==> config.mk <==
export PLATFORM = sky130hd
export DESIGN_NAME = vx_mat_pack_fifo_flat
export DESIGN_NICKNAME = d
export VERILOG_FILES = /design/src/rtl/vx_mat_pack_fifo_if.sv /design/src/rtl/vx_mat_pack_fifo.sv /design/src/flat_wrapper.sv
export SDC_FILE = /design/constraint.sdc
export NUM_CORES = 1
export LEC_CHECK = 0
export BUFFER_PORTS_ARGS = -buffer_cell sky130_fd_sc_hd__buf_2
export CAP_MARGIN = 20
export CORE_ASPECT_RATIO = 1.5
export CORE_UTILIZATION = 40
export CTS_CLUSTER_DIAMETER = 50
export DETAILED_ROUTE_END_ITERATION = 16
export PLACE_DENSITY = 0.6
export SYNTH_ARGS = -nofsm -noshare
export SYNTH_HDL_FRONTEND = slang
export SYNTH_SLANG_ARGS = --single-unit
==> constraint.sdc <==
create_clock -name i_clk -period 7.25 [get_ports i_clk]
set_input_delay 0.725 -clock i_clk [delete_from_list [all_inputs] [get_ports i_clk]]
set_output_delay 0.725 -clock i_clk [all_outputs]
set_load 0.05 [all_outputs]
==> src/rtl/vx_mat_pack_fifo_if.sv <==
// Handshake bundle for the matrix packing FIFO: element input side,
// row output side and occupancy status.
interface vx_mat_pack_fifo_if #(
  parameter int ELEM_WIDTH = 8,
  parameter int WORD_WIDTH = 32,
  parameter int NUM_REGS   = 4,
  parameter int DEPTH      = 4
);
  localparam int CW = $clog2(DEPTH) + 1;

  logic                           i_valid;
  logic                           o_ready;
  logic [ELEM_WIDTH-1:0]          i_data;
  logic                           i_flush;
  logic                           o_valid;
  logic                           i_ready;
  logic [NUM_REGS*WORD_WIDTH-1:0] o_data;
  logic [CW-1:0]                  o_count;
  logic                           o_full;
  logic                           o_empty;

  // producer/consumer side
  modport master (
    output i_valid, i_data, i_flush, i_ready,
    input  o_ready, o_valid, o_data, o_count, o_full, o_empty
  );

  // FIFO side
  modport slave (
    input  i_valid, i_data, i_flush, i_ready,
    output o_ready, o_valid, o_data, o_count, o_full, o_empty
  );
endinterface

==> src/rtl/vx_mat_pack_fifo.sv <==
// Packing FIFO: narrow elements are packed in place into the entry at wr_ptr
// until a row fills or a flush closes it; committed rows are read from rd_ptr.
module vx_mat_pack_fifo #(
  parameter int ELEM_WIDTH = 8,
  parameter int WORD_WIDTH = 32,
  parameter int NUM_REGS   = 4,
  parameter int DEPTH      = 4
) (
  input  logic                    i_clk,
  input  logic                    i_rstn,
  vx_mat_pack_fifo_if.slave       bus
);
  localparam int EPW = WORD_WIDTH / ELEM_WIDTH;
  localparam int EPR = EPW * NUM_REGS;
  localparam int CW  = $clog2(DEPTH) + 1;
  localparam int PW  = $clog2(DEPTH);
  localparam int FW  = (EPR > 1) ? $clog2(EPR) : 1;
  localparam int RW  = NUM_REGS * WORD_WIDTH;
  localparam logic [FW-1:0] FILL_LAST = FW'(EPR - 1);
  localparam logic [CW-1:0] COUNT_MAX = CW'(DEPTH);

  logic [RW-1:0] storage_q [DEPTH];
  logic [PW-1:0] wr_ptr_q, wr_ptr_d;
  logic [PW-1:0] rd_ptr_q, rd_ptr_d;
  logic [CW-1:0] count_q, count_d;
  logic [FW-1:0] fill_q, fill_d;
  logic [RW-1:0] row_d;
  logic          full;
  logic          accept;
  logic          pop;
  logic          commit;

  assign full   = (count_q == COUNT_MAX);
  assign accept = bus.i_valid & ~full;
  assign pop    = bus.i_ready & (count_q != '0);
  // A flush only closes a row that holds at least one element, counting one
  // accepted this very cycle. While full no row is open, so flush is inert.
  assign commit = (accept & (fill_q == FILL_LAST)) |
                  (bus.i_flush & ((fill_q != '0) | accept));

  // Next-state for pointers, occupancy, fill index and the row being assembled.
  always_comb begin
    wr_ptr_d = wr_ptr_q;
    rd_ptr_d = rd_ptr_q;
    fill_d   = fill_q;
    count_d  = count_q + CW'(commit) - CW'(pop);
    row_d    = storage_q[wr_ptr_q];
    if (fill_q == '0) row_d = '0;
    row_d[int'(fill_q)*ELEM_WIDTH +: ELEM_WIDTH] = bus.i_data;
    if (commit) begin
      wr_ptr_d = wr_ptr_q + PW'(1);
      fill_d   = '0;
    end else if (accept) begin
      fill_d = fill_q + FW'(1);
    end
    if (pop) rd_ptr_d = rd_ptr_q + PW'(1);
  end

  // Control registers; reset drops any partially packed row.
  always_ff @(posedge i_clk or negedge i_rstn) begin
    if (!i_rstn) begin
      wr_ptr_q <= '0;
      rd_ptr_q <= '0;
      count_q  <= '0;
      fill_q   <= '0;
    end else begin
      wr_ptr_q <= wr_ptr_d;
      rd_ptr_q <= rd_ptr_d;
      count_q  <= count_d;
      fill_q   <= fill_d;
    end
  end

  // Row storage; element 0 of a row also clears the stale lanes of the entry.
  always_ff @(posedge i_clk or negedge i_rstn) begin
    if (!i_rstn) begin
      for (int i = 0; i < DEPTH; i++) storage_q[i] <= '0;
    end else if (accept) begin
      storage_q[wr_ptr_q] <= row_d;
    end
  end

  assign bus.o_ready = ~full;
  assign bus.o_valid = (count_q != '0);
  assign bus.o_data  = storage_q[rd_ptr_q];
  assign bus.o_count = count_q;
  assign bus.o_full  = full;
  assign bus.o_empty = (count_q == '0);
endmodule
==> src/flat_wrapper.sv <==
// flat-port wrapper written by rule: the top's interface ports become plain ports
module vx_mat_pack_fifo_flat 
#(
  parameter int ELEM_WIDTH = 8,
  parameter int WORD_WIDTH = 32,
  parameter int NUM_REGS   = 4,
  parameter int DEPTH      = 4
)
  (i_clk, i_rstn, bus_i_valid, bus_i_data, bus_i_flush, bus_i_ready, bus_o_ready, bus_o_valid, bus_o_data, bus_o_count, bus_o_full, bus_o_empty);
  vx_mat_pack_fifo_if #(.ELEM_WIDTH(ELEM_WIDTH), .WORD_WIDTH(WORD_WIDTH), .NUM_REGS(NUM_REGS), .DEPTH(DEPTH)) bus_i ();
  input  logic i_clk;
  input  logic i_rstn;
  input wire logic [$bits(bus_i.i_valid)-1:0] bus_i_valid;
  input wire logic [$bits(bus_i.i_data)-1:0] bus_i_data;
  input wire logic [$bits(bus_i.i_flush)-1:0] bus_i_flush;
  input wire logic [$bits(bus_i.i_ready)-1:0] bus_i_ready;
  output wire logic [$bits(bus_i.o_ready)-1:0] bus_o_ready;
  output wire logic [$bits(bus_i.o_valid)-1:0] bus_o_valid;
  output wire logic [$bits(bus_i.o_data)-1:0] bus_o_data;
  output wire logic [$bits(bus_i.o_count)-1:0] bus_o_count;
  output wire logic [$bits(bus_i.o_full)-1:0] bus_o_full;
  output wire logic [$bits(bus_i.o_empty)-1:0] bus_o_empty;
  assign bus_i.i_valid = bus_i_valid;
  assign bus_i.i_data = bus_i_data;
  assign bus_i.i_flush = bus_i_flush;
  assign bus_i.i_ready = bus_i_ready;
  assign bus_o_ready = bus_i.o_ready;
  assign bus_o_valid = bus_i.o_valid;
  assign bus_o_data = bus_i.o_data;
  assign bus_o_count = bus_i.o_count;
  assign bus_o_full = bus_i.o_full;
  assign bus_o_empty = bus_i.o_empty;
  vx_mat_pack_fifo #(.ELEM_WIDTH(ELEM_WIDTH), .WORD_WIDTH(WORD_WIDTH), .NUM_REGS(NUM_REGS), .DEPTH(DEPTH)) u_core (.i_clk(i_clk), .i_rstn(i_rstn), .bus(bus_i));
endmodule
Word level (Yosys, flattened, before mapping)
Cells that the tools add are included.
- $add $sub $neg: 6
- order comparisons: 3
- equality and inequality tests: 2
- shift operators: 2
- multiplexer cells: 13
- bitwise logic cells: 9
- reductions and logical operators: 6
- operators with widths (kind ; number):
    2-to-1 mux 128 bit ; 6
    binary-select mux 128 bit (select 2 bit) ; 2
    bitwise mux 512 bit ; 1
    demux 128 bit (select 2 bit) ; 1
    bitwise mux 128 bit ; 1
    variable shift 8 x 33 -> 128 bit (first input constant) ; 1
    variable part select 8 x 33 -> 128 bit ; 1
    negator 7 -> 33 bit ; 1
    2-to-1 mux 4 bit ; 2
    >= comparator 3 bit (second input constant) ; 2
    inverter 2 -> 3 bit ; 2
    adder 2 x 1 -> 2 bit (second input constant) ; 2
    adder 4 x 1 -> 4 bit (second input constant) ; 1
    bitwise AND 1 bit ; 4
    == test 4 bit (second input constant) ; 1
    zero test 4 bit ; 1
    nonzero test 4 bit ; 1
    adder 3 x 1 -> 3 bit ; 1
    == test 3 bit (second input constant) ; 1
    zero test 3 bit ; 1
    < comparator 3 x 1 -> 1 bit (second input constant) ; 1
    nonzero test 3 bit ; 1
    subtractor 3 x 1 -> 3 bit ; 1
    bitwise OR 1 bit ; 2
    other kinds (3) ; 3
- bits in registers: 523
- input bits: 13
- output and inout bits: 135
- logic and storage cells: 49

Depth between registers and ports, before layout
Gate-level depths: netlist of run 1.
- word-level depth: 8
- gate-level depth with buffers: 12
- gate-level depth less buffers: 10

Worst setup path after synthesis of run 1
Ideal clock, no wire load.
- path type: register to register
- start point: register u_core.count_q[1] (netlist: u_core.bus.o_count[1])
- end point: register u_core.count_q[2] (netlist: u_core.bus.o_count[2])
- library setup time: 0.144 ns
- arrival time: 2.669 ns
- required time: 7.106 ns
- setup slack: 4.437 ns
- cell stages (with the launch flop): 10
- buffers on the path: 0
- clock period less this slack: 2.813 ns
- path through: dfrtp_1 > or3_1 > and2_1 > ha_1 > inv_1 > ha_1 > inv_1 > fa_1 > xnor2_1 > xnor2_1
- elaborated cells between the ends (all ways): 11
- those cells by class: add/sub: 2; eq/ne: 1; bitwise: 7; reduce/logical: 1
- RTL lines (element ; line ; source):
    start: declaration ; vx_mat_pack_fifo.sv:25 ; logic [CW-1:0] count_q, count_d;
    start signal: assignment ; vx_mat_pack_fifo.sv:69 ; count_q <= count_d;
    nonzero test 3 bit ; n/a ;
    named net bus_o_valid ; flat_wrapper.sv:18 ; output wire logic [$bits(bus_i.o_valid)-1:0] bus_o_valid;
    bitwise AND 1 bit ; vx_mat_pack_fifo.sv:35 ; assign pop = bus.i_ready & (count_q != '0);
    named net u_core.pop ; vx_mat_pack_fifo.sv:30 ; logic pop;
    subtractor 3 x 1 -> 3 bit ; vx_mat_pack_fifo.sv:46 ; count_d = count_q + CW'(commit) - CW'(pop);
    named net u_core.count_d[2] ; vx_mat_pack_fifo.sv:25 ;
The timed path passes the listed nets, and every way through them passes these cells.
A chain may end at the register's enable or synchronous reset.

Worst setup path after layout of run 1
- start point: register u_core.rd_ptr_q[0]
- end point: output port bus_o_data[105]
- cells in the longest elaborated chain, start to end: 4
- ends and longest elaborated chain (element ; line ; source):
    start: declaration ; vx_mat_pack_fifo.sv:24 ; logic [PW-1:0] rd_ptr_q, rd_ptr_d;
    start signal: assignment ; vx_mat_pack_fifo.sv:68 ; rd_ptr_q <= rd_ptr_d;
    inverter 2 -> 3 bit (not written as such) ; vx_mat_pack_fifo.sv:85 ; assign bus.o_data = storage_q[rd_ptr_q];
    binary-select mux 128 bit (select 2 bit) ; vx_mat_pack_fifo.sv:85 ;
    2-to-1 mux 128 bit (not written as such) (2 in a row) ; vx_mat_pack_fifo.sv:85 ;
    end: declaration ; flat_wrapper.sv:19 ; output wire logic [$bits(bus_i.o_data)-1:0] bus_o_data;
No other way between the ends. The select of a mux whose other input is x is not followed.

==> impl_table.tex, run 1 <==
\begin{tabular}{lr}
\hline
Metric & Value \\
\hline
\multicolumn{2}{l}{\textbf{Synthesis}} \\
\quad Most frequent cells after synthesis & sky130\_fd\_sc\_hd\_\_dfrtp\_1 (523), sky130\_fd\_sc\_hd\_\_nor2\_1 (340), sky130\_fd\_sc\_hd\_\_mux4\_2 (256) \\
\quad Post-synth top area cell & sky130\_fd\_sc\_hd\_\_dfrtp\_1 \\
\quad Synth Register Bits & 523 \\
\quad Unique masters post-synth & 61 \\
\quad Most numerous cell in the Yosys netlist & sky130\_fd\_sc\_hd\_\_dfrtp\_1 \\
\quad Area share of the largest cell type after synthesis & 47.2\% \\
\quad Mapped Area & 27700 um2 \\
\quad Most frequently used flop master after synthesis & sky130\_fd\_sc\_hd\_\_dfrtp\_1 \\
\quad Syn Inst Count & 2315 \\
\quad Dominant cells by area after synthesis & sky130\_fd\_sc\_hd\_\_dfrtp\_1 (47\%), sky130\_fd\_sc\_hd\_\_mux4\_2 (21\%), sky130\_fd\_sc\_hd\_\_a31oi\_1 (5.6\%) \\
\quad Share of the yosys chip area belonging to registers & 47.2\% \\
\quad Yosys Warn Count & 0 \\
\quad Async set-reset flop share out of synthesis & 100\% \\
\quad Avg Synthesized Cell Area & 12.0 um2 \\
\quad Count of flip-flops with a built-in enable after synthesis & 0 \\
\quad Number of nets in the synthesized netlist & 2339 \\
\multicolumn{2}{l}{\textbf{Power and ir drop}} \\
\quad Worst vdd rail ir drop & 0.375 mV \\
\quad Sw Share & 46.4\% \\
\quad Share of total power in the clock network & 16.9\% \\
\quad Switching Power & 0.00742 W \\
\quad Fraction of power consumed by sequential logic & 30.8\% \\
\quad Cell Pwr Density & 521 nW/um2 \\
\quad Leak & 12.4 nW \\
\quad Pint & 0.00856 W \\
\quad Comb pwr share & 52.4\% \\
\multicolumn{2}{l}{\textbf{Detailed routing}} \\
\quad Initial drt markers & 1939 \\
\quad Antenna Violating Nets Remaining & 0 \\
\quad Vias per inst & 6.28 \\
\quad Drc violations & 0 \\
\quad Routed len/inst & 25.3 um \\
\quad Number of detailed-routing iterations run before antenna repair & 6 \\
\quad Routed wire length & 82500 um \\
\quad Total vias in the final route & 20500 \\
\multicolumn{2}{l}{\textbf{Clocking}} \\
\quad Number of clock sinks & 523 \\
\quad Hold-fix buffers, CTS & 0 \\
\quad Count of cells resized by post-cts repair & 0 \\
\quad Clock-pin slew of the registers on the worst-case setup and hold paths & 0.07 ns \\
\quad Clock network latency to the later pin of the worst-skew pair & 0.59 ns \\
\quad Buffers inserted by post-CTS timing repair & 0 \\
\quad Clock buffer count from CTS & 51 \\
\quad Cell at the root of the clock tree & sky130\_fd\_sc\_hd\_\_clkbuf\_16 \\
\quad Maximum number of buffers from clock root to sink & 3 \\
\quad CTS H-tree depth & 2 \\
\quad CTS tree & done \\
\multicolumn{2}{l}{\textbf{Place}} \\
\quad Placed cell count & 3171 \\
\quad Final Wtd Congestion & 0.797 \\
\quad Placement-stage cell area & 29000 um2 \\
\quad Detailed placer's ending HPWL & 50200 um \\
\quad \# port buffers & 147 \\
\multicolumn{2}{l}{\textbf{Floorplanning}} \\
\quad Die area & 70300 um2 \\
\quad Number of placed I/O pins & 148 \\
\quad \# rows & 117 \\
\quad Die X-Extent & 217 um \\
\quad Die Ht & 324 um \\
\quad Initial standard-cell utilization of the core & 40.6\% \\
\quad Std-Cell Core Area & 68200 um2 \\
\multicolumn{2}{l}{\textbf{Global routing}} \\
\quad Pin count of the biggest net entering global routing & 165 \\
\quad Total GRT Usage & 23.7\% \\
\quad Wire length of the first global-routing pass & 129000 um \\
\quad Number of global-route vias before repair & 21300 \\
\quad GR Overflow Total & 0 \\
\quad Antenna violations before repair & 3 \\
\multicolumn{2}{l}{\textbf{Finish}} \\
\quad Post-Layout Inst Area & 30700 um2 \\
\quad Final Instance Count excl. Fillers & 3267 \\
\quad Count of nets after finishing & 2356 \\
\quad Synth-to-layout area growth & 10.7\% \\
\quad Layout cell share with drive strength beyond 1 & 27.8\% \\
\multicolumn{2}{l}{\textbf{Worst setup path}} \\
\quad R2R depth & 6 \\
\quad Nature of the critical path startpoint & flip-flop \\
\quad Data arrival time of the critical path & 3.33 ns \\
\quad Crit Reg-Reg Startpoint & u\_core.fill\_q[0] \\
\quad Crit end category & primary output \\
\quad Reg2Reg Capture Point & u\_core.storage\_q[181] \\
\quad CP Data Required Time & 6.52 ns \\
\quad CP Max Fanout & 95 \\
\quad Worst setup slack for register-to-register paths & 3.37 ns \\
\quad Type of the worst setup path & reg2out \\
\multicolumn{2}{l}{\textbf{Timing}} \\
\quad Worst hold slack after final layout & 0.238 ns \\
\quad Minimum clock period & 4.05 ns \\
\quad Max-slew violation count & 0 \\
\quad Post-Route Setup TNS & 0 ns \\
\quad Final setup violation count & 0 \\
\quad Worst Skew & 0.0173 ns \\
\quad RSZ-0062 raised after global routing & no \\
\quad Highest achievable clock rate & 247 MHz \\
\quad Period utilization & 55.9\% \\
\quad Worst relative slew slack & 26.6\% \\
\quad Transition at the pin with the smallest max-transition slack & 1.10 ns \\
\quad Number of hold violations in the final report & 0 \\
\multicolumn{2}{l}{\textbf{Min path}} \\
\quad Class of the tightest hold or removal check & in2async \\
\multicolumn{2}{l}{\textbf{Run status}} \\
\quad Outcome & completed \\
\multicolumn{2}{l}{\textbf{Run}} \\
\quad Max-cap violations & 0 \\
\hline
\end{tabular}
==> flip-flops by register name (all words and copies together), names as in the netlist <==
name / cells
u_core.fill_q: 4
u_core.bus.o_count: 3
u_core.rd_ptr_q: 2
u_core.storage_q: 512
u_core.wr_ptr_q: 2
==> cell families after synthesis <==
kind of cell	after synthesis	share of synthesized area, %
AND/OR/NAND/NOR	600	9.51
AO/OA/AOI/OAI	537	12.6
flip-flops	523	47.2
multiplexers	382	25.9
buffers and inverters	252	3.92
adder cells (fa/ha/maj)	11	0.524
XOR/XNOR	10	0.316
==> worst max-delay path by stage <==
stage                            endpoint                  start  slack [ns]
floorplan           u_core.bus.o_count[2]  u_core.bus.o_count[1]        4.44
global placement    u_core.storage_q[182]       u_core.fill_q[0]        3.41
detailed placement  u_core.storage_q[249]     u_core.wr_ptr_q[0]        3.36
CTS                       bus_o_data[105]     u_core.rd_ptr_q[0]        3.07
global route              bus_o_data[105]     u_core.rd_ptr_q[0]        2.98
finish                    bus_o_data[105]     u_core.rd_ptr_q[0]        3.20
==> critical path, stage by stage (launching register included) <==
cell	delay, ns
sky130_fd_sc_hd__dfrtp_4	0.95
sky130_fd_sc_hd__buf_12	0.74
sky130_fd_sc_hd__mux4_2	0.70
sky130_fd_sc_hd__buf_2	0.26
==> power groups by stage <==
stage / Clock (W) / Sequential, W / Combinational [W]
after global routing: 0.00286 / 0.00507 / 0.00895
final: 0.00269 / 0.00491 / 0.00837
after global placement: 0 / 0.00483 / 0.00831
after detailed placement: 0 / 0.00496 / 0.00843
after CTS: 0.00274 / 0.00490 / 0.00845
after floorplan: 0 / 0.00450 / 0.00669
==> through the flow <==
step | total power, W | util (%) | setup WS [ns]
final | 0.0160 | 44.9 | 3.20
after global placement | 0.0131 | 42.5 | 3.41
after CTS | 0.0161 | 44.9 | 3.07
after detailed placement | 0.0134 | 42.5 | 3.36
after global routing | 0.0169 | 44.9 | 2.98
after floorplan | 0.0112 | - | 4.44
==> cells in the final DEF (no fill, tap or decap), types with 10 or more instances in the layout <==
| cell | n |
|---|---|
| sky130_fd_sc_hd__a21o_1 | 10 |
| sky130_fd_sc_hd__a21oi_1 | 76 |
| sky130_fd_sc_hd__a221o_1 | 24 |
| sky130_fd_sc_hd__a31oi_1 | 249 |
| sky130_fd_sc_hd__buf_2 | 146 |
| sky130_fd_sc_hd__buf_4 | 29 |
| sky130_fd_sc_hd__clkbuf_1 | 17 |
| sky130_fd_sc_hd__clkbuf_16 | 53 |
| sky130_fd_sc_hd__clkbuf_8 | 11 |
| sky130_fd_sc_hd__dfrtp_1 | 519 |
| sky130_fd_sc_hd__ha_1 | 10 |
| sky130_fd_sc_hd__inv_1 | 35 |
| sky130_fd_sc_hd__mux2_2 | 117 |
| sky130_fd_sc_hd__mux4_2 | 256 |
| sky130_fd_sc_hd__nand2_1 | 104 |
| sky130_fd_sc_hd__nand2b_1 | 13 |
| sky130_fd_sc_hd__nand3_1 | 79 |
| sky130_fd_sc_hd__nor2_1 | 339 |
| sky130_fd_sc_hd__o211ai_1 | 60 |
| sky130_fd_sc_hd__o21ai_0 | 65 |
| sky130_fd_sc_hd__o31a_1 | 16 |
| sky130_fd_sc_hd__o31ai_1 | 14 |
==> cell type report <==
cell class,instances,area [um2]
multi-input cells,1540,13600
repair buffers,181,1060
diodes,1,2.50
well taps,892,1120
clock inverters,14,138
clock buffers,81,1540
inverters,35,131
fillers,6303,37600
flip-flops and latches,523,13100
==> layer usage <==
layer | wire length [um] | share of wire, % | track usage (%)
met1 | 33000 | 40 | 31.0
met4 | 3080 | 3.7 | 9.55
met3 | 4670 | 5.7 | 3.04
met2 | 41800 | 51 | 39.7
met5 | 13 | 0.016 | 0
Note: power is estimated with default switching activity, not from simulation.
==> run 2, diff against run 1 <==
PLACE_DENSITY = 0.62   (was 0.6)
clock period = 3.5 ns   (was 7.25 ns; I/O delays follow)
==> impl_table.tex, run 2 (synthesis results as in run 1) <==
\begin{tabular}{lr}
\hline
Metric & Value \\
\hline
\multicolumn{2}{l}{\textbf{Clocking}} \\
\quad Maximum number of buffers from clock root to sink & 3 \\
\quad Clock buffer count from CTS & 53 \\
\quad Clock network latency to the later pin of the worst-skew pair & 0.61 ns \\
\quad Clock-pin slew of the registers on the worst-case setup and hold paths & 0.06 ns \\
\quad Number of clock sinks & 523 \\
\quad Buffers inserted by post-CTS timing repair & 0 \\
\quad CTS H-tree depth & 2 \\
\quad Hold-fix buffers, CTS & 2 \\
\quad Cell at the root of the clock tree & sky130\_fd\_sc\_hd\_\_clkbuf\_16 \\
\quad CTS tree & done \\
\quad Count of cells resized by post-cts repair & 0 \\
\multicolumn{2}{l}{\textbf{Global routing}} \\
\quad Pin count of the biggest net entering global routing & 133 \\
\quad Number of global-route vias before repair & 21300 \\
\quad Antenna violations before repair & 2 \\
\quad Total GRT Usage & 23.9\% \\
\quad GR Overflow Total & 0 \\
\quad Wire length of the first global-routing pass & 130000 um \\
\multicolumn{2}{l}{\textbf{Worst setup path}} \\
\quad CP Max Fanout & 23 \\
\quad Nature of the critical path startpoint & flip-flop \\
\quad Crit end category & flip-flop \\
\quad Type of the worst setup path & reg2reg \\
\quad Data arrival time of the critical path & 3.60 ns \\
\quad Worst setup slack for register-to-register paths & 0.45 ns \\
\quad CP Data Required Time & 4.05 ns \\
\multicolumn{2}{l}{\textbf{Timing}} \\
\quad Final setup violation count & 0 \\
\quad Worst relative slew slack & 41.8\% \\
\quad Number of hold violations in the final report & 0 \\
\quad Post-Route Setup TNS & 0 ns \\
\quad Max-slew violation count & 0 \\
\quad Transition at the pin with the smallest max-transition slack & 0.872 ns \\
\quad Post-route setup slack & 0.446 ns \\
\quad Worst hold slack after final layout & 0.108 ns \\
\quad Highest achievable clock rate & 327 MHz \\
\quad Period utilization & 87.2\% \\
\quad Minimum clock period & 3.05 ns \\
\quad Worst Skew & 0.0166 ns \\
\quad RSZ-0062 raised after global routing & no \\
\multicolumn{2}{l}{\textbf{Power and ir drop}} \\
\quad Fraction of power consumed by sequential logic & 29.1\% \\
\quad Leak & 12.7 nW \\
\quad Pint & 0.0183 W \\
\quad Worst vdd rail ir drop & 0.783 mV \\
\quad Comb pwr share & 53.5\% \\
\quad Share of total power in the clock network & 17.4\% \\
\quad Cell Pwr Density & 1090 nW/um2 \\
\quad Sw Share & 46.0\% \\
\quad Switching Power & 0.0156 W \\
\multicolumn{2}{l}{\textbf{Detailed routing}} \\
\quad Drc violations & 0 \\
\quad Total vias in the final route & 20700 \\
\quad Number of detailed-routing iterations run before antenna repair & 6 \\
\quad Routed len/inst & 25.1 um \\
\quad Initial drt markers & 2096 \\
\quad Vias per inst & 6.27 \\
\quad Routed wire length & 83000 um \\
\quad Antenna Violating Nets Remaining & 0 \\
\multicolumn{2}{l}{\textbf{Finish}} \\
\quad Most common cell after layout, fill and taps aside & sky130\_fd\_sc\_hd\_\_dfrtp\_1 \\
\quad Biggest register & u\_core.storage\_q \\
\quad Layout cell share with drive strength beyond 1 & 28.8\% \\
\quad Synth-to-layout area growth & 12.8\% \\
\quad Count of nets after finishing & 2389 \\
\quad Flip-flop count of the largest register, all copies and words added & 512 \\
\quad Final Instance Count excl. Fillers & 3302 \\
\quad Number of filler cells placed in the layout & 6317 \\
\quad N\_diodes & 0 \\
\quad Most frequent cells in the layout & sky130\_fd\_sc\_hd\_\_dfrtp\_1 (519), sky130\_fd\_sc\_hd\_\_nor2\_1 (340), sky130\_fd\_sc\_hd\_\_mux4\_2 (256) \\
\multicolumn{2}{l}{\textbf{Min path}} \\
\quad Class of the tightest hold or removal check & in2reg \\
\multicolumn{2}{l}{\textbf{Place}} \\
\quad Placed cell count & 3200 \\
\quad \# port buffers & 147 \\
\quad Detailed placer's ending HPWL & 52000 um \\
\quad Final Wtd Congestion & 0.820 \\
\quad Worst slack after detailed placement & 0.527 ns \\
\multicolumn{2}{l}{\textbf{Floorplanning}} \\
\quad Die area & 70300 um2 \\
\quad Std-Cell Core Area & 68200 um2 \\
\quad \# rows & 117 \\
\quad Die X-Extent & 217 um \\
\quad Die Ht & 324 um \\
\quad Number of placed I/O pins & 148 \\
\quad Initial standard-cell utilization of the core & 40.6\% \\
\multicolumn{2}{l}{\textbf{Run}} \\
\quad Max-cap violations & 0 \\
\multicolumn{2}{l}{\textbf{Run status}} \\
\quad Outcome & completed \\
\hline
\end{tabular}
[run 2: layout make-up]
| type | instances | area [um2] | area share (%) |
|---|---|---|---|
| clock buffers | 85 | 1620 | 5.18 |
| clock inverters | 15 | 195 | 0.625 |
| inverters | 35 | 131 | 0.421 |
| multi-input cells | 1540 | 13600 | 43.4 |
| flip-flops and latches | 523 | 13100 | 41.9 |
| well taps | 892 | 1120 | 3.57 |
| repair buffers | 212 | 1510 | 4.85 |
[run 2: final timing paths]
| path | startpoint | endpoint | cells past startpoint |
|---|---|---|---|
| max | u_core.fill_q[3] | u_core.storage_q[326] | 6 |
| min | bus_i_ready | u_core.rd_ptr_q[0] | 3 |
| max reg2reg | u_core.fill_q[3] | u_core.storage_q[326] | 6 |
| min reg2reg | u_core.storage_q[135] | u_core.storage_q[135] | 2 |
| max in group asynchronous | i_rstn | u_core.storage_q[408] | 3 |
| min in group asynchronous | i_rstn | u_core.storage_q[0] | 2 |
[run 2: worst max-delay path, cell delays in order, from the launching register on]
cell and delay, ns:
sky130_fd_sc_hd__dfrtp_1 0.55, sky130_fd_sc_hd__inv_1 0.14, sky130_fd_sc_hd__ha_1 0.77, sky130_fd_sc_hd__or4b_1 0.57, sky130_fd_sc_hd__a21oi_4 0.34, sky130_fd_sc_hd__mux2i_1 0.38, sky130_fd_sc_hd__mux2_2 0.23
[run 2: metrics by stage]
step	power, W	cell area (um2)	util, %
final	0.0340	31200	45.8
after global routing	0.0358	31200	45.8
after CTS	0.0342	31200	45.8
after detailed placement	0.0282	29400	43.1
after global placement	0.0277	29400	43.1
after floorplan	0.0232	27700	-
[run 2: power by group through the flow]
stage               logic, W  registers [W]  clock network [W]
finish                0.0182        0.00987            0.00592
global route          0.0194         0.0101            0.00626
CTS                   0.0183        0.00983            0.00602
detailed placement    0.0183        0.00994                  0
global placement      0.0180        0.00968                  0
floorplan             0.0139        0.00931                  0
[run 2: metal layers]
| layer | wire length (um) | up-vias | global-route usage (%) |
|---|---|---|---|
| li1 | - | 8924 | - |
| met1 | 33000 | 10800 | 31.1 |
| met2 | 41200 | 819 | 39.7 |
| met3 | 5800 | 165 | 4.46 |
| met4 | 2950 | 2 | 8.48 |
| met5 | 13 | - | 0 |
==> run 3, diff against run 2 <==
CORE_UTILIZATION = 30   (was 40)
PLACE_DENSITY = 0.51   (was 0.62)
==> impl_table.tex, run 3 (synthesis results as in run 1) <==
\begin{tabular}{lr}
\hline
Metric & Value \\
\hline
\multicolumn{2}{l}{\textbf{Worst setup path}} \\
\quad CP Data Required Time & 4.00 ns \\
\quad Worst setup slack for register-to-register paths & 0.46 ns \\
\quad Crit end category & flip-flop \\
\quad Nature of the critical path startpoint & flip-flop \\
\quad CP Max Fanout & 15 \\
\quad Type of the worst setup path & reg2reg \\
\quad Data arrival time of the critical path & 3.54 ns \\
\multicolumn{2}{l}{\textbf{Place}} \\
\quad Placed cell count & 3494 \\
\quad \# port buffers & 147 \\
\quad Worst slack after detailed placement & 0.548 ns \\
\quad Final Wtd Congestion & 0.810 \\
\quad Detailed placer's ending HPWL & 57100 um \\
\multicolumn{2}{l}{\textbf{Clocking}} \\
\quad Clock buffer count from CTS & 53 \\
\quad Maximum number of buffers from clock root to sink & 3 \\
\quad Clock network latency to the later pin of the worst-skew pair & 0.63 ns \\
\quad Count of cells resized by post-cts repair & 0 \\
\quad Number of clock sinks & 523 \\
\quad CTS H-tree depth & 2 \\
\quad Buffers inserted by post-CTS timing repair & 0 \\
\quad CTS tree & done \\
\quad Cell at the root of the clock tree & sky130\_fd\_sc\_hd\_\_clkbuf\_16 \\
\quad Clock-pin slew of the registers on the worst-case setup and hold paths & 0.06 ns \\
\multicolumn{2}{l}{\textbf{Detailed routing}} \\
\quad Number of detailed-routing iterations run before antenna repair & 5 \\
\quad Vias per inst & 5.77 \\
\quad Antenna Violating Nets Remaining & 0 \\
\quad Drc violations & 0 \\
\quad Routed len/inst & 25.1 um \\
\quad Routed wire length & 90200 um \\
\quad Initial drt markers & 1891 \\
\quad Total vias in the final route & 20700 \\
\multicolumn{2}{l}{\textbf{Floorplanning}} \\
\quad \# rows & 136 \\
\quad Die Ht & 374 um \\
\quad Die area & 93600 um2 \\
\quad Initial standard-cell utilization of the core & 30.3\% \\
\quad Std-Cell Core Area & 91500 um2 \\
\quad Die X-Extent & 250 um \\
\quad Number of placed I/O pins & 148 \\
\multicolumn{2}{l}{\textbf{Timing}} \\
\quad Number of hold violations in the final report & 0 \\
\quad Highest achievable clock rate & 329 MHz \\
\quad Period utilization & 86.8\% \\
\quad Worst relative slew slack & 27.9\% \\
\quad Transition at the pin with the smallest max-transition slack & 1.08 ns \\
\quad Final setup violation count & 0 \\
\quad Post-Route Setup TNS & 0 ns \\
\quad Worst Skew & 0.0103 ns \\
\quad Post-route setup slack & 0.460 ns \\
\quad Max-slew violation count & 0 \\
\quad Minimum clock period & 3.04 ns \\
\quad RSZ-0062 raised after global routing & no \\
\multicolumn{2}{l}{\textbf{Finish}} \\
\quad Count of nets after finishing & 2402 \\
\quad Layout cell share with drive strength beyond 1 & 29.6\% \\
\quad Most common cell after layout, fill and taps aside & sky130\_fd\_sc\_hd\_\_dfrtp\_1 \\
\quad Final Instance Count excl. Fillers & 3598 \\
\quad Synth-to-layout area growth & 14.4\% \\
\quad Utilization after layout & 34.6\% \\
\quad Number of filler cells placed in the layout & 9007 \\
\quad Flip-flop count of the largest register, all copies and words added & 512 \\
\quad Most frequent cells in the layout & sky130\_fd\_sc\_hd\_\_dfrtp\_1 (519), sky130\_fd\_sc\_hd\_\_nor2\_1 (339), sky130\_fd\_sc\_hd\_\_mux4\_2 (256) \\
\quad Biggest register & u\_core.storage\_q \\
\multicolumn{2}{l}{\textbf{Power and ir drop}} \\
\quad Worst vdd rail ir drop & 0.701 mV \\
\quad Leak & 12.8 nW \\
\quad Cell Pwr Density & 1080 nW/um2 \\
\quad Total power after layout & 0.0342 W \\
\multicolumn{2}{l}{\textbf{Min path}} \\
\quad Class of the tightest hold or removal check & in2reg \\
\multicolumn{2}{l}{\textbf{Run status}} \\
\quad Outcome & completed \\
\multicolumn{2}{l}{\textbf{Global routing}} \\
\quad GR Overflow Total & 0 \\
\quad Total GRT Usage & 19.2\% \\
\quad Pin count of the biggest net entering global routing & 103 \\
\quad Wire length of the first global-routing pass & 138000 um \\
\quad Number of global-route vias before repair & 21700 \\
\quad Antenna violations before repair & 1 \\
\multicolumn{2}{l}{\textbf{Run}} \\
\quad Max-cap violations & 0 \\
\hline
\end{tabular}
-- run 3: repair_timing --
item | CTS | global route
setup endpoints to repair | 0 | 0
hold endpoints to repair | 79 | 0
hold buffers | 2 | 0
-- run 3: worst max-delay path, cell delays in order (launching register included) --
cell,delay [ns]
sky130_fd_sc_hd__dfrtp_1,0.60
sky130_fd_sc_hd__inv_1,0.15
sky130_fd_sc_hd__ha_1,0.51
sky130_fd_sc_hd__buf_4,0.26
sky130_fd_sc_hd__or3b_1,0.35
sky130_fd_sc_hd__a21oi_1,0.35
sky130_fd_sc_hd__buf_4,0.25
sky130_fd_sc_hd__o31ai_1,0.14
sky130_fd_sc_hd__mux2_2,0.31
-- run 3: report_power, final --
| group | total, W | internal (W) | switching (W) |
|---|---|---|---|
| logic | 0.0184 | 0.00671 | 0.0117 |
| clock network | 0.00598 | 0.00339 | 0.00259 |
| registers | 0.00983 | 0.00818 | 0.00166 |
| total | 0.0342 | 0.0183 | 0.0159 |
-- run 3: final timing paths --
kind,startpoint,to,depth (start not counted)
max,u_core.fill_q[3],u_core.storage_q[476],8
min,bus_i_ready,u_core.rd_ptr_q[0],3
max reg2reg,u_core.fill_q[3],u_core.storage_q[476],8
min reg2reg,u_core.storage_q[301],u_core.storage_q[301],2
max in group asynchronous,i_rstn,u_core.storage_q[227],4
min in group asynchronous,i_rstn,u_core.storage_q[126],2
-- run 3: layer usage --
layer  global-route usage, %  routed length [um]  vias to the layer above
met5                       0                   8                        -
met4                    7.44                3380                        2
met3                    3.28                5560                      170
met2                    32.8               45300                      813
met1                    24.1               36000                    10800
li1                        -                   -                     8933
-- run 3: final cells by class --
class	instances	area, um2	share of cell area, %
tap	1173	1470	4.63
multi-input combinational	1540	13600	42.8
timing repair buffer	225	1600	5.05
antenna	2	5.00	0.0158
clock inverter	25	224	0.707
clock buffer	75	1590	5.02
inverter	35	131	0.415
sequential	523	13100	41.4
-- run 3: through the flow --
stage / instance area [um2] / hold slack, ns
after floorplan: 27700 / 0.0544
after global placement: 29800 / 0.449
after detailed placement: 29800 / 0.475
after CTS: 31700 / 0.0848
after global routing: 31700 / 0.132
final: 31700 / 0.101
